### config.mk
export PLATFORM = sky130hd
export DESIGN_NAME = diamond_hit_detector
export DESIGN_NICKNAME = d
export VERILOG_FILES = /design/src/rtl/diamond_hit_detector.sv
export SDC_FILE = /design/constraint.sdc
export NUM_CORES = 1
export LEC_CHECK = 0
export ABC_AREA = 1
export CORE_MARGIN = 2
export CORE_UTILIZATION = 30
export CTS_CLUSTER_SIZE = 24
export DETAILED_ROUTE_END_ITERATION = 8
export GPL_TIMING_DRIVEN = 0
export HOLD_SLACK_MARGIN = 0.15
export PLACE_DENSITY = 0.51
export SLEW_MARGIN = 5
export SYNTH_ARGS = -nofsm -noshare
export SYNTH_HDL_FRONTEND = slang
export SYNTH_HIERARCHICAL = 1
export SYNTH_SLANG_ARGS = --single-unit
### constraint.sdc
create_clock -name clk -period 4.5 [get_ports clk]
set_input_delay 0.45 -clock clk [delete_from_list [all_inputs] [get_ports clk]]
set_output_delay 0.45 -clock clk [all_outputs]
set_load 0.05 [all_outputs]
### src/rtl/diamond_hit_detector.sv
// Diamond collection detector: counts player/diamond overlap pixels per frame,
// then reports each newly collected diamond as a one-cycle pulse at frame start.

module diamond_hit_counter #(
  parameter int HIT_MIN_PIXELS = 4
) (
  input  logic clk,
  input  logic resetN,
  input  logic i_inc,
  input  logic i_clr,
  output logic o_hit
);

  logic [3:0] r_cnt;

  // Clear wins over increment; the counter sticks at 15 instead of wrapping.
  always_ff @(posedge clk or negedge resetN) begin
    if (!resetN)                    r_cnt <= '0;
    else if (i_clr)                 r_cnt <= '0;
    else if (i_inc && r_cnt != 4'hF) r_cnt <= r_cnt + 4'd1;
  end

  assign o_hit = (r_cnt >= 4'(HIT_MIN_PIXELS));

endmodule

module diamond_hit_detector #(
  parameter int NUM_DIAMONDS   = 8,
  parameter int HIT_MIN_PIXELS = 4
) (
  input  logic                    clk,
  input  logic                    resetN,
  input  logic                    startOfFrame,
  input  logic                    drawingRequestBumpy,
  input  logic                    drawingRequestDiamond,
  input  logic [2:0]              diamondId,
  input  logic                    levelClear,
  output logic                    SHP_bumpyDiamond,
  output logic [2:0]              hitId,
  output logic [NUM_DIAMONDS-1:0] collectedMask,
  output logic                    allCollected
);

  typedef enum logic {SCAN, REPORT} state_t;

  state_t                  r_state;
  logic [NUM_DIAMONDS-1:0] r_pending;
  logic [NUM_DIAMONDS-1:0] w_inc;
  logic [NUM_DIAMONDS-1:0] w_hit;
  logic [NUM_DIAMONDS-1:0] w_hits;
  logic [NUM_DIAMONDS-1:0] w_src;
  logic [NUM_DIAMONDS-1:0] w_pick;
  logic [2:0]              w_pick_id;
  logic                    w_scan;
  logic                    w_ovl;
  logic                    w_clr;

  assign w_scan = (r_state == SCAN);
  assign w_ovl  = w_scan & drawingRequestBumpy & drawingRequestDiamond;
  assign w_clr  = levelClear | (w_scan & startOfFrame);

  // Ids at or above NUM_DIAMONDS match no lane and are dropped naturally.
  genvar gi;
  generate
    for (gi = 0; gi < NUM_DIAMONDS; gi++) begin : g_lane
      assign w_inc[gi] = w_ovl && (diamondId == 3'(gi)) && !collectedMask[gi];
      diamond_hit_counter #(.HIT_MIN_PIXELS(HIT_MIN_PIXELS)) u_cnt (
        .clk    (clk),
        .resetN (resetN),
        .i_inc  (w_inc[gi]),
        .i_clr  (w_clr),
        .o_hit  (w_hit[gi])
      );
    end
  endgenerate

  assign w_hits = w_hit & ~collectedMask;
  // At frame start the first hit is emitted straight from the fresh hit set.
  assign w_src  = w_scan ? w_hits : r_pending;
  assign w_pick = w_src & (~w_src + 1'b1);

  always_comb begin
    w_pick_id = '0;
    for (int i = NUM_DIAMONDS - 1; i >= 0; i--)
      if (w_src[i]) w_pick_id = 3'(i);
  end

  always_ff @(posedge clk or negedge resetN) begin
    if (!resetN) begin
      r_state          <= SCAN;
      r_pending        <= '0;
      SHP_bumpyDiamond <= 1'b0;
      hitId            <= '0;
      collectedMask    <= '0;
    end else if (levelClear) begin
      r_state          <= SCAN;
      r_pending        <= '0;
      SHP_bumpyDiamond <= 1'b0;
      collectedMask    <= '0;
    end else begin
      case (r_state)
        SCAN: begin
          if (startOfFrame && |w_hits) begin
            r_state          <= REPORT;
            SHP_bumpyDiamond <= 1'b1;
            hitId            <= w_pick_id;
            collectedMask    <= collectedMask | w_pick;
            r_pending        <= w_hits & ~w_pick;
          end else begin
            SHP_bumpyDiamond <= 1'b0;
          end
        end
        REPORT: begin
          if (|r_pending) begin
            SHP_bumpyDiamond <= 1'b1;
            hitId            <= w_pick_id;
            collectedMask    <= collectedMask | w_pick;
            r_pending        <= r_pending & ~w_pick;
          end else begin
            SHP_bumpyDiamond <= 1'b0;
            r_state          <= SCAN;
          end
        end
      endcase
    end
  end

  always_ff @(posedge clk or negedge resetN) begin
    if (!resetN) allCollected <= 1'b0;
    else         allCollected <= &collectedMask;
  end

endmodule

======== Word level (Yosys, flattened, before mapping) ========
Cells that the tools add are included.
storage, ports and cells
  flip-flop bits (word level) ............. 53
  bits in latches ......................... 0
  RAM bits ................................ 0
  memory bits (read-only) ................. 0
  input port bits ......................... 9
  output and inout bits ................... 13
  word-level logic and storage cells ...... 150
  memories ................................ 0
operators by class
  add/subtract/negate cells ............... 9
  $mul .................................... 0
  div/mod/pow operators ................... 0
  order comparisons ....................... 8
  equality and inequality tests ........... 19
  shift operators ......................... 0
  muxes and demuxes ....................... 40
  bitwise operators ....................... 14
  reductions and logical operators ........ 47
operators with widths
  operator                                               number
  2-to-1 mux 4 bit                                       16
  2-to-1 mux 8 bit                                       7
  adder 4 x 1 -> 4 bit, second input constant            8
  bitwise AND 8 bit                                      4
  >= comparator 4 x 3 -> 1 bit, second input constant    8
  inequality test 4 bit, second input constant           8
  case mux 8 bit (2 select lines)                        2
  2-to-1 mux 3 bit                                       10
  logical AND 1 bit                                      25
  inverter 8 bit                                         3
  nonzero test 2 bit                                     8
  OR reduction 8 bit                                     2
  == test 3 bit, second input constant                   4
  adder 8 x 1 -> 8 bit, second input constant            1
  zero test 1 bit                                        8
  OR 8 bit                                               1
  AND reduction 8 bit                                    1
  == test 3 x 2 -> 1 bit, second input constant          2
  inequality test 3 x 2 -> 1 bit, second input constant  2
  case mux 3 bit (2 select lines)                        1
  inequality test 2 x 1 -> 1 bit, second input constant  2
  bitwise AND 1 bit                                      3
  == test 3 x 1 -> 1 bit, second input constant          1
  zero test 3 bit                                        1
  6 further kinds                                        9

======== Depth between registers and ports, before layout ========
Gate-level depths: netlist of run 1.
  depth after elaboration ................. 13
  gate-level depth with buffers ........... 13
  depth with buffers taken out ............ 13

======== Cells and area by module ========
The synthesis of run 1 kept the hierarchy.
modules (own cells, without submodules)
  module                times used  cells each  area an instance (um^2)  sequential area each (um^2)
  diamond_hit_counter   8           30          226.5                    100.1
  diamond_hit_detector  1           177         1229.9                   500.5

======== Worst setup path before layout of run 1 ========
No wires, ideal clock.
  path type ............................... register to register
  start point ............................. reg r_state
  end point ............................... reg g_lane[0].u_cnt.r_cnt[3]
  arrival ................................. 1.816 ns
  path slack .............................. 2.565 ns
  cell stages (with the launch flop) ...... 10
  path buffers ............................ 1
  path through ............................ dfrtp_1 -> inv_2 -> buf_6 -> nand2_1 -> nand2_1 -> clkinv_1 -> nand2_2 -> clkinv_2 -> nand2_1 -> nand2_1
on the way
  elaborated cells between the ends (all ways) .. 10
  those cells by class .................... 1 x mux; 5 x bitwise; 4 x reduce/logical
RTL lines
  element                                                 RTL line  source
  start: declaration                                      46        state_t r_state;
  start signal: assignment                                90        r_state <= SCAN;
  start signal: assignment                                96        r_state <= SCAN;
  start signal: assignment                                104       r_state <= REPORT;
  inverter 1 bit *                                        n/a
  bitwise AND 1 bit *                                     60        assign w_clr = levelClear | (w_scan & startOfFrame);
  OR 1 bit *                                              60
  named net w_clr                                         56        logic w_clr;
  2-to-1 mux 4 bit or nonzero test 2 bit (tied branches)  n/a
  end signal: assignment                                  20        else if (i_inc && r_cnt != 4'hF) r_cnt <= r_cnt + 4'd1;
  end: declaration                                        14        logic [3:0] r_cnt;
The timed path passes the listed nets; every way through them passes the cells marked *.
A chain may end at the register's enable or synchronous reset.

======== Final worst setup path of run 1 ========
  start point ............................. reg r_state
  end point ............................... reg g_lane[5].u_cnt.r_cnt[3]
on the way
  elaborated cells between the ends (all ways) .. 10
  those cells by class .................... 1 x mux; 5 x bitwise; 4 x reduce/logical
RTL lines
  element                                                 RTL line
  inverter 1 bit *                                        n/a
  bitwise AND 1 bit *                                     60
  OR 1 bit *                                              60
  named net w_clr                                         56
  2-to-1 mux 4 bit or nonzero test 2 bit (tied branches)  n/a
  end signal: assignment                                  20
  end: declaration                                        14
Marks and branches as above.

==> metrics.md, run 1 <==
| Metric | Value |
|---|---|
| Status | `completed` |
| FMAX | `427 MHz` |
| All-Layer GR Usage | `between 10% and 20%` |
| Postcts setup bufs | `0` |
| Final setup fails | `0` |
| Layout cell share with drive strength beyond 1 | `9.87%` |
| Max clock buf depth | `2` |
| Drt first pass iters | `4` |
| Crit path required time | `between 4 and 5 ns` |
| Starting Density | `about 31%` |
| Slowest cell on the critical path | `nand2_1` |
| CTS tree | `built` |
| Die W | `around 100 µm` |
| Cts repair resizes | `0` |
| Slew HR | `about 45%` |
| Crit path from | `r_state$_DFF_PN0_` |
| Area Overhead vs Synth | `16.7%` |
| Worst ir drop on vdd | `0.154 mV` |
| Final hold vios | `0` |
| Synth warn | `6` |
| R2R depth | `9` |
| Vias/cell | `4.66` |
| Post-DP HPWL | `approximately 5500 µm` |
| Vias in the first global route | `2638` |
| Top area cells in the synthesized netlist | `dfrtp_1, nand2_1, nand3_1` |
| RSZ-0062 raised after global routing | `no` |
| Seq pwr share | `a little over half` |
| Setup skew after layout | `0.0128 ns` |
| Die H | `~100 µm` |
| CP startpoint kind | `flop` |
| Post-route DRC | `0` |
| R2R Path Start | `r_state$_DFF_PN0_` |
| Finished Cell Area | `between 3000 and 4000 µm²` |
| Ys flop type | `dfrtp_1` |
| Post-Syn Instances | `417` |
| Fin crit period | `about 2.3 ns` |
| Largest net degree at the start of global routing | `28` |
| Slowest stage delay, CP | `~0.60 ns` |
| Number of max-cap violations | `0` |
| Row cnt | `36` |
| Reg2reg setup slack | `2.16 ns` |
| Multi-input gate area | `1480 µm²` |
| Pwr Total | `approximately 0.00094 W` |
| Placed cells | `roughly 570` |
| Crit path DAT | `2.55 ns` |
| Seq cells post-synth | `52` |
| Reg2reg end | `g_lane[5].u_cnt/r_cnt[3]$_DFFE_PN0P_` |
| I/O Buffers | `20` |
| Routability cong. | `0.854` |
| Cell Area, Synth | `3040 µm²` |
| CP dominant cell by count | `nand2_1` |
| Cts bufs inserted | `5` |
| Comb pwr share | `9.6%` |
| Setup TNS | `0 ns` |
| Internal power | `roughly 0.00070 W` |
| Final WL | `around 7400 µm` |
| Post-CTS Hold Buffers | `0` |
| Worst-path clk slew | `approximately 0.1 ns` |
| Fillers | `about 1100` |
| Post-Syn Nets | `around 430` |
| Placed inst area | `about 3400 µm²` |
| Crit end category | `flop` |
| Final Net Count | `roughly 460` |
| Synth Area per Inst | `about 7.3 µm²` |
| Worst Setup Path Type | `reg -> reg` |
| N_diodes | `0` |
| Via count | `2700` |
| Worst Tran Pin Value | `0.825 ns` |
| Setup crit end | `g_lane[5].u_cnt/r_cnt[3]$_DFFE_PN0P_` |
| Final ANT Viol Nets | `0` |
| Psw | `0.000236 W` |
| H-tree levels | `2` |
| Number of distinct library cells after synthesis | `28` |
| DRT iter0 DRCs | `just under 90` |
| Register area share after synthesis | `between 40% and 50%` |
| Min-Delay Path Class | `in -> async` |
| Global-route wire length before repair | `12700 µm` |
| Max-slew violations | `0` |
| Crit share post-route | `between 50% and 60%` |
| CTS Sinks | `52` |
| Asr flop ratio synth | `100%` |
| Post-route insts no fill | `about 580` |
| Worst skew pair latency | `between 0.3 and 0.4 ns` |
| Synth top area share | `between 40 and 50%` |
| Root Buffer | `clkbuf_8` |
| P_leak | `~2.0 nW` |
| Number of enable flip-flop cells after synthesis | `0` |
| Initial antenna violation count | `0` |
| Clock power frac | `roughly two fifths` |
| CP cell instances | `inv_2 > buf_6 > nand2_1 > nand2_1 > clkinv_1 > nand2_2 > clkinv_2 > nand2_1 > nand2_1` |
| Pwr Density | `about 260 nW/µm²` |
| Worst hold slack | `0.171 ns` |
| Net Sw Frac | `25.1%` |
| Synth area leader | `dfrtp_1` |
| Register area | `~1300 µm²` |
| GRT overflow | `0` |
| Core area | `9820 µm²` |
| Die area | `between 10000 and 15000 µm²` |
| Drt wl/cell | `roughly 13 µm` |
| IO Pins | `22` |
| CP max FO | `16` |
[critical path: cells and delay by family (launching register included)]
| family | cells | cell delay, ns |
|---|---|---|
| DFF | 1 | 0.51 |
| and+or+nand+nor | 5 | 0.96 |
| buffers and inverters | 4 | 0.77 |
[placed cells by master (no fill, tap or decap), types with 8 or more instances in the layout]
| master | netlist | final |
|---|---|---|
| nand3_1 | 41 | 41 |
| ha_1 | 8 | 8 |
| nand2_2 | 10 | 10 |
| clkinv_2 | 8 | 8 |
| nand4_1 | 21 | 21 |
| clkdlybuf4s50_1 | 0 | 19 |
| dfrtp_1 | 52 | 52 |
| clkinv_1 | 8 | 8 |
| nor2_1 | 17 | 17 |
| o21ai_1 | 14 | 14 |
| xor2_1 | 8 | 8 |
| inv_1 | 42 | 42 |
| nor3_1 | 9 | 9 |
| nand2_1 | 148 | 148 |
[metrics by stage]
| step | setup WS, ns | utilization (%) |
|---|---|---|
| floorplan | 2.57 | - |
| global placement | 1.17 | 34.7 |
| detailed placement | 1.95 | 34.9 |
| CTS | 2.15 | 36.1 |
| global route | 1.95 | 36.1 |
| finish | 2.16 | 36.1 |
[state kept, by name, indices dropped and copies added (netlist names)]
name,flops
r_state,1
r_pending,7
collectedMask,8
hitId,3
g_lane.u_cnt/r_cnt,32
allCollected,1
[kinds of logic after synthesis]
group	after synthesis	share of synthesized area, %
flip-flops	52	42.8
AO/OA/AOI/OAI	31	6.25
adder cells (fa/ha/maj)	8	3.29
XOR/XNOR	8	2.30
AND/OR/NAND/NOR	253	36.7
buffers and inverters	65	8.64
[area by class of cell]
cell class / instances / area share (%)
buffer: 3 / 0.564
inverter: 62 / 6.84
tap: 133 / 4.69
sequential: 52 / 36.7
multi-input combinational: 300 / 41.6
clock inverter: 1 / 0.846
timing repair buffer: 21 / 6.06
clock buffer: 7 / 2.71
[synth_stat cells, types with 3 or more instances]
master    instances
o22ai_1           4
nand2_1         148
nand4_1          21
o21ai_1          14
nand2_2          10
o21ai_0           6
clkinv_1          8
inv_1            42
nor3_1            9
inv_2             4
xor2_1            8
ha_1              8
o21ai_2           3
nand3_1          41
nor2_1           17
clkinv_2          8
dfrtp_1          52
nor2_2            3
[power groups by stage]
stage	Sequential (W)	Clock, W	Combinational [W]
after CTS	0.000488	0.000374	0.0000926
final	0.000488	0.000359	0.0000905
after global routing	0.000491	0.000391	0.000102
after floorplan	0.000513	0	0.0000355
after detailed placement	0.000498	0	0.0000921
after global placement	0.000497	0	0.0000884
[worst min-delay path by stage]
stage | cells after the start | start | end
finish | 1 | resetN | g_lane[6].u_cnt/r_cnt[1]$_DFFE_PN0P_
global route | 1 | resetN | g_lane[0].u_cnt/r_cnt[0]$_DFFE_PN0P_
CTS | 1 | resetN | g_lane[0].u_cnt/r_cnt[0]$_DFFE_PN0P_
detailed placement | 2 | hitId[0]$_DFFE_PN0P_ | hitId[0]$_DFFE_PN0P_
global placement | 2 | hitId[1]$_DFFE_PN0P_ | hitId[1]$_DFFE_PN0P_
floorplan | 0 | resetN | allCollected$_DFF_PN0_
[routing by layer]
layer  track usage (%)  vias to the layer above  wire [µm]
li1                  -                     1395          -
met1              19.7                     1276       3780
met2              23.5                       25       3420
met3              1.81                        4        148
met4              3.71                        0         42
met5                 0                        -          0
Note: power is estimated with default switching activity, not from simulation.
==> inputs of run 2 (changes only) <==
--- a/config.mk
+++ b/config.mk
@@ -12,7 +12,7 @@
 export DETAILED_ROUTE_END_ITERATION = 8
 export GPL_TIMING_DRIVEN = 0
 export HOLD_SLACK_MARGIN = 0.15
-export PLACE_DENSITY = 0.51
+export PLACE_DENSITY = 0.53
 export SLEW_MARGIN = 5
 export SYNTH_ARGS = -nofsm -noshare
 export SYNTH_HDL_FRONTEND = slang
==> constraint.sdc (replaced) <==
create_clock -name clk -period 2.1 [get_ports clk]
set_input_delay 0.21 -clock clk [delete_from_list [all_inputs] [get_ports clk]]
set_output_delay 0.21 -clock clk [all_outputs]
set_load 0.05 [all_outputs]
==> metrics.md, run 2 (synthesized netlist as in run 1, its figures left out) <==
| Metric | Value |
|---|---|
| Vias/cell | `4.67 (+0.20%)` |
| Global-route wire length before repair | `12300 µm (-3.2%)` |
| FMAX | `between 500 and 600 MHz` |
| Commonest non-fill, non-tap cell in the layout | `nand2_1` |
| Crit path buf inv count | `1 (-3)` |
| Crit share post-route | `91.4%` |
| GRT overflow | `0 (unchanged)` |
| RSZ-0062 raised after global routing | `no` |
| N_diodes | `0 (unchanged)` |
| IO Pins | `22 (unchanged)` |
| Drt first pass iters | `4 (unchanged)` |
| Root Buffer | `clkbuf_8` |
| Row cnt | `36 (unchanged)` |
| R2R Path Start | `r_state$_DFF_PN0_` |
| Number of max-cap violations | `0 (unchanged)` |
| Cts bufs inserted | `5 (unchanged)` |
| Reg2reg end | `g_lane[6].u_cnt/r_cnt[0]$_DFFE_PN0P_` |
| Crit end category | `output port` |
| Hold EP | `collectedMask[2]$_DFFE_PN0P_` |
| Vias in the first global route | `2563 (-2.8%)` |
| Final Net Count | `463 (+0.22%)` |
| Largest net degree at the start of global routing | `34 (+21%)` |
| Post-DP HPWL | `5410 µm (-1.8%)` |
| Setup TNS | `0 ns (unchanged)` |
| Final setup fails | `0 (unchanged)` |
| Comb pwr share | `10.0% (+0.4 points)` |
| Drt wl/cell | `12.5 µm (-1.9%)` |
| Status | `completed` |
| Seq pwr share | `53.6% (+1.5 points)` |
| CP max FO | `8 (-8)` |
| Top register by number of flip-flops | `g_lane.u_cnt/r_cnt` |
| Top Registers | `g_lane.u_cnt/r_cnt (32), collectedMask (8), r_pending (7)` |
| Worst skew pair latency | `0.31 ns (about the same)` |
| Min-Delay Path Class | `in -> reg` |
| Final WL | `7260 µm (-1.8%)` |
| Crit path max-delay family | `buffers and inverters` |
| Post-route insts no fill | `580 (+0.17%)` |
| Initial antenna violation count | `0 (unchanged)` |
| Fin crit period | `1.92 ns` |
| Internal power | `0.00144 W (+110%)` |
| Reg2reg setup slack | `0.30 ns (-1.86 ns)` |
| Pwr Total | `0.00195 W (+110%)` |
| Clock power frac | `36.4% (-1.9 points)` |
| Max-slew violations | `0 (unchanged)` |
| Via count | `2710 (+0.37%)` |
| Placed cells | `571 (unchanged)` |
| Post-route DRC | `0 (unchanged)` |
| DRT iter0 DRCs | `92 (+4.5%)` |
| Fillers | `1056 (-3.4%)` |
| Die area | `11000 µm² (unchanged)` |
| Final hold vios | `0 (unchanged)` |
| Min-delay src | `levelClear` |
| Crit path DAT | `1.71 ns (-0.84 ns)` |
| Crit path required time | `1.89 ns (-2.82 ns)` |
| Core area | `9820 µm² (unchanged)` |
| Die H | `105 µm (unchanged)` |
| Routability cong. | `0.877 (+2.8%)` |
| CP cell instances | `clkdlybuf4s50_1` |
| Area Overhead vs Synth | `16.7% (about the same)` |
| CTS Sinks | `52 (unchanged)` |
| Layout cell share with drive strength beyond 1 | `9.84% (-0.022 points)` |
| CP startpoint kind | `flop` |
| Postcts setup bufs | `0 (unchanged)` |
| Worst Setup Path Type | `reg -> out` |
| Net Sw Frac | `26.3% (+1.1 points)` |
| Slowest cell on the critical path | `clkdlybuf4s50_1` |
| Worst ir drop on vdd | `0.335 mV (+120%)` |
| Setup skew after layout | `0.00340 ns (-0.00936 ns)` |
| Slowest stage delay, CP | `0.87 ns (+0.27 ns)` |
| Worst hold slack | `0.308 ns (+0.137 ns)` |
| Cells on Worst Hold Path | `2` |
| Die W | `105 µm (unchanged)` |
| Pwr Density | `550 nW/µm² (+110%)` |
| Psw | `0.000513 W (+120%)` |
| Final ANT Viol Nets | `0 (unchanged)` |
| H-tree levels | `2 (unchanged)` |
| Max clock buf depth | `2 (unchanged)` |
| R2R depth | `9 (unchanged)` |
| Worst Tran Pin Value | `0.611 ns (-0.214 ns)` |
| Max FFs per register | `32 (unchanged)` |
| Commonest cells after routing, fill and taps aside | `nand2_1, dfrtp_1, inv_1, nand3_1, nand4_1` |
| All-Layer GR Usage | `13.9% (-0.31 points)` |
| Slew HR | `59.0% (+14 points)` |
| CTS tree | `built` |
| Starting Density | `31.0% (unchanged)` |
| I/O Buffers | `20 (unchanged)` |
| P_leak | `1.96 nW (about the same)` |
| Worst-path clk slew | `0.10 ns (about the same)` |
==> run 2: worst max-delay path by stage <==
stage / start / to / slack, ns / cells past startpoint
after floorplan: r_state$_DFF_PN0_ / g_lane[0].u_cnt/r_cnt[3]$_DFFE_PN0P_ / 0.17 / 9
after global placement: resetN / g_lane[4].u_cnt/r_cnt[1]$_DFFE_PN0P_ / -0.93 / 1
after detailed placement: r_state$_DFF_PN0_ / g_lane[5].u_cnt/r_cnt[3]$_DFFE_PN0P_ / -0.21 / 9
after CTS: r_state$_DFF_PN0_ / g_lane[5].u_cnt/r_cnt[3]$_DFFE_PN0P_ / 0.12 / 9
after global routing: g_lane[2].u_cnt/r_cnt[2]$_DFFE_PN0P_ / hitId[1]$_DFFE_PN0P_ / 0.1 / 12
final: r_state$_DFF_PN0_ / SHP_bumpyDiamond / 0.18 / 1
==> run 2: through the flow <==
step           instance area [µm²]  utilization (%)  worst slack, ns
3_3_place_gp                  3410             34.7           -0.926
5_1_grt                       3550             36.1           0.0978
2_1_floorplan                 3040                -            0.165
6_report                      3550             36.1            0.181
3_5_place_dp                  3420             34.9           -0.206
4_1_cts                       3540             36.1            0.124
==> run 2: per-layer routing <==
layer,part of all wire [%],global-route usage [%],up-vias
met1,50,19.6,1261
li1,-,-,1402
met2,45,21.8,42
met3,3.9,2.93,5
met5,0,0,-
met4,0.70,3.24,0
==> run 2: final cells by class <==
type | instances | area, µm² | share of cell area, %
multi-input cells | 300 | 1490 | 41.9
flip-flops and latches | 52 | 1300 | 36.7
inverters | 62 | 243 | 6.84
repair buffers | 22 | 225 | 6.35
well taps | 133 | 166 | 4.69
clock buffers | 6 | 72.6 | 2.05
clock inverters | 2 | 35.0 | 0.987
plain buffers | 3 | 20.0 | 0.564
==> run 2: power by group through the flow <==
stage          combinational [W]  sequential [W]  clock [W]
3_5_place_dp            0.000194         0.00107          0
3_3_place_gp            0.000188         0.00107          0
6_report                0.000195         0.00105   0.000712
2_1_floorplan          0.0000761         0.00110          0
5_1_grt                 0.000219         0.00105   0.000780
4_1_cts                 0.000197         0.00105   0.000735
==> run 2: repair_timing <==
action	in CTS	in global routing
resized for setup	1	1
setup endpoints to repair	32	14
pin swaps	0	0
hold endpoints to repair	19	0
hold buffers	1	0
gates cloned	0	0
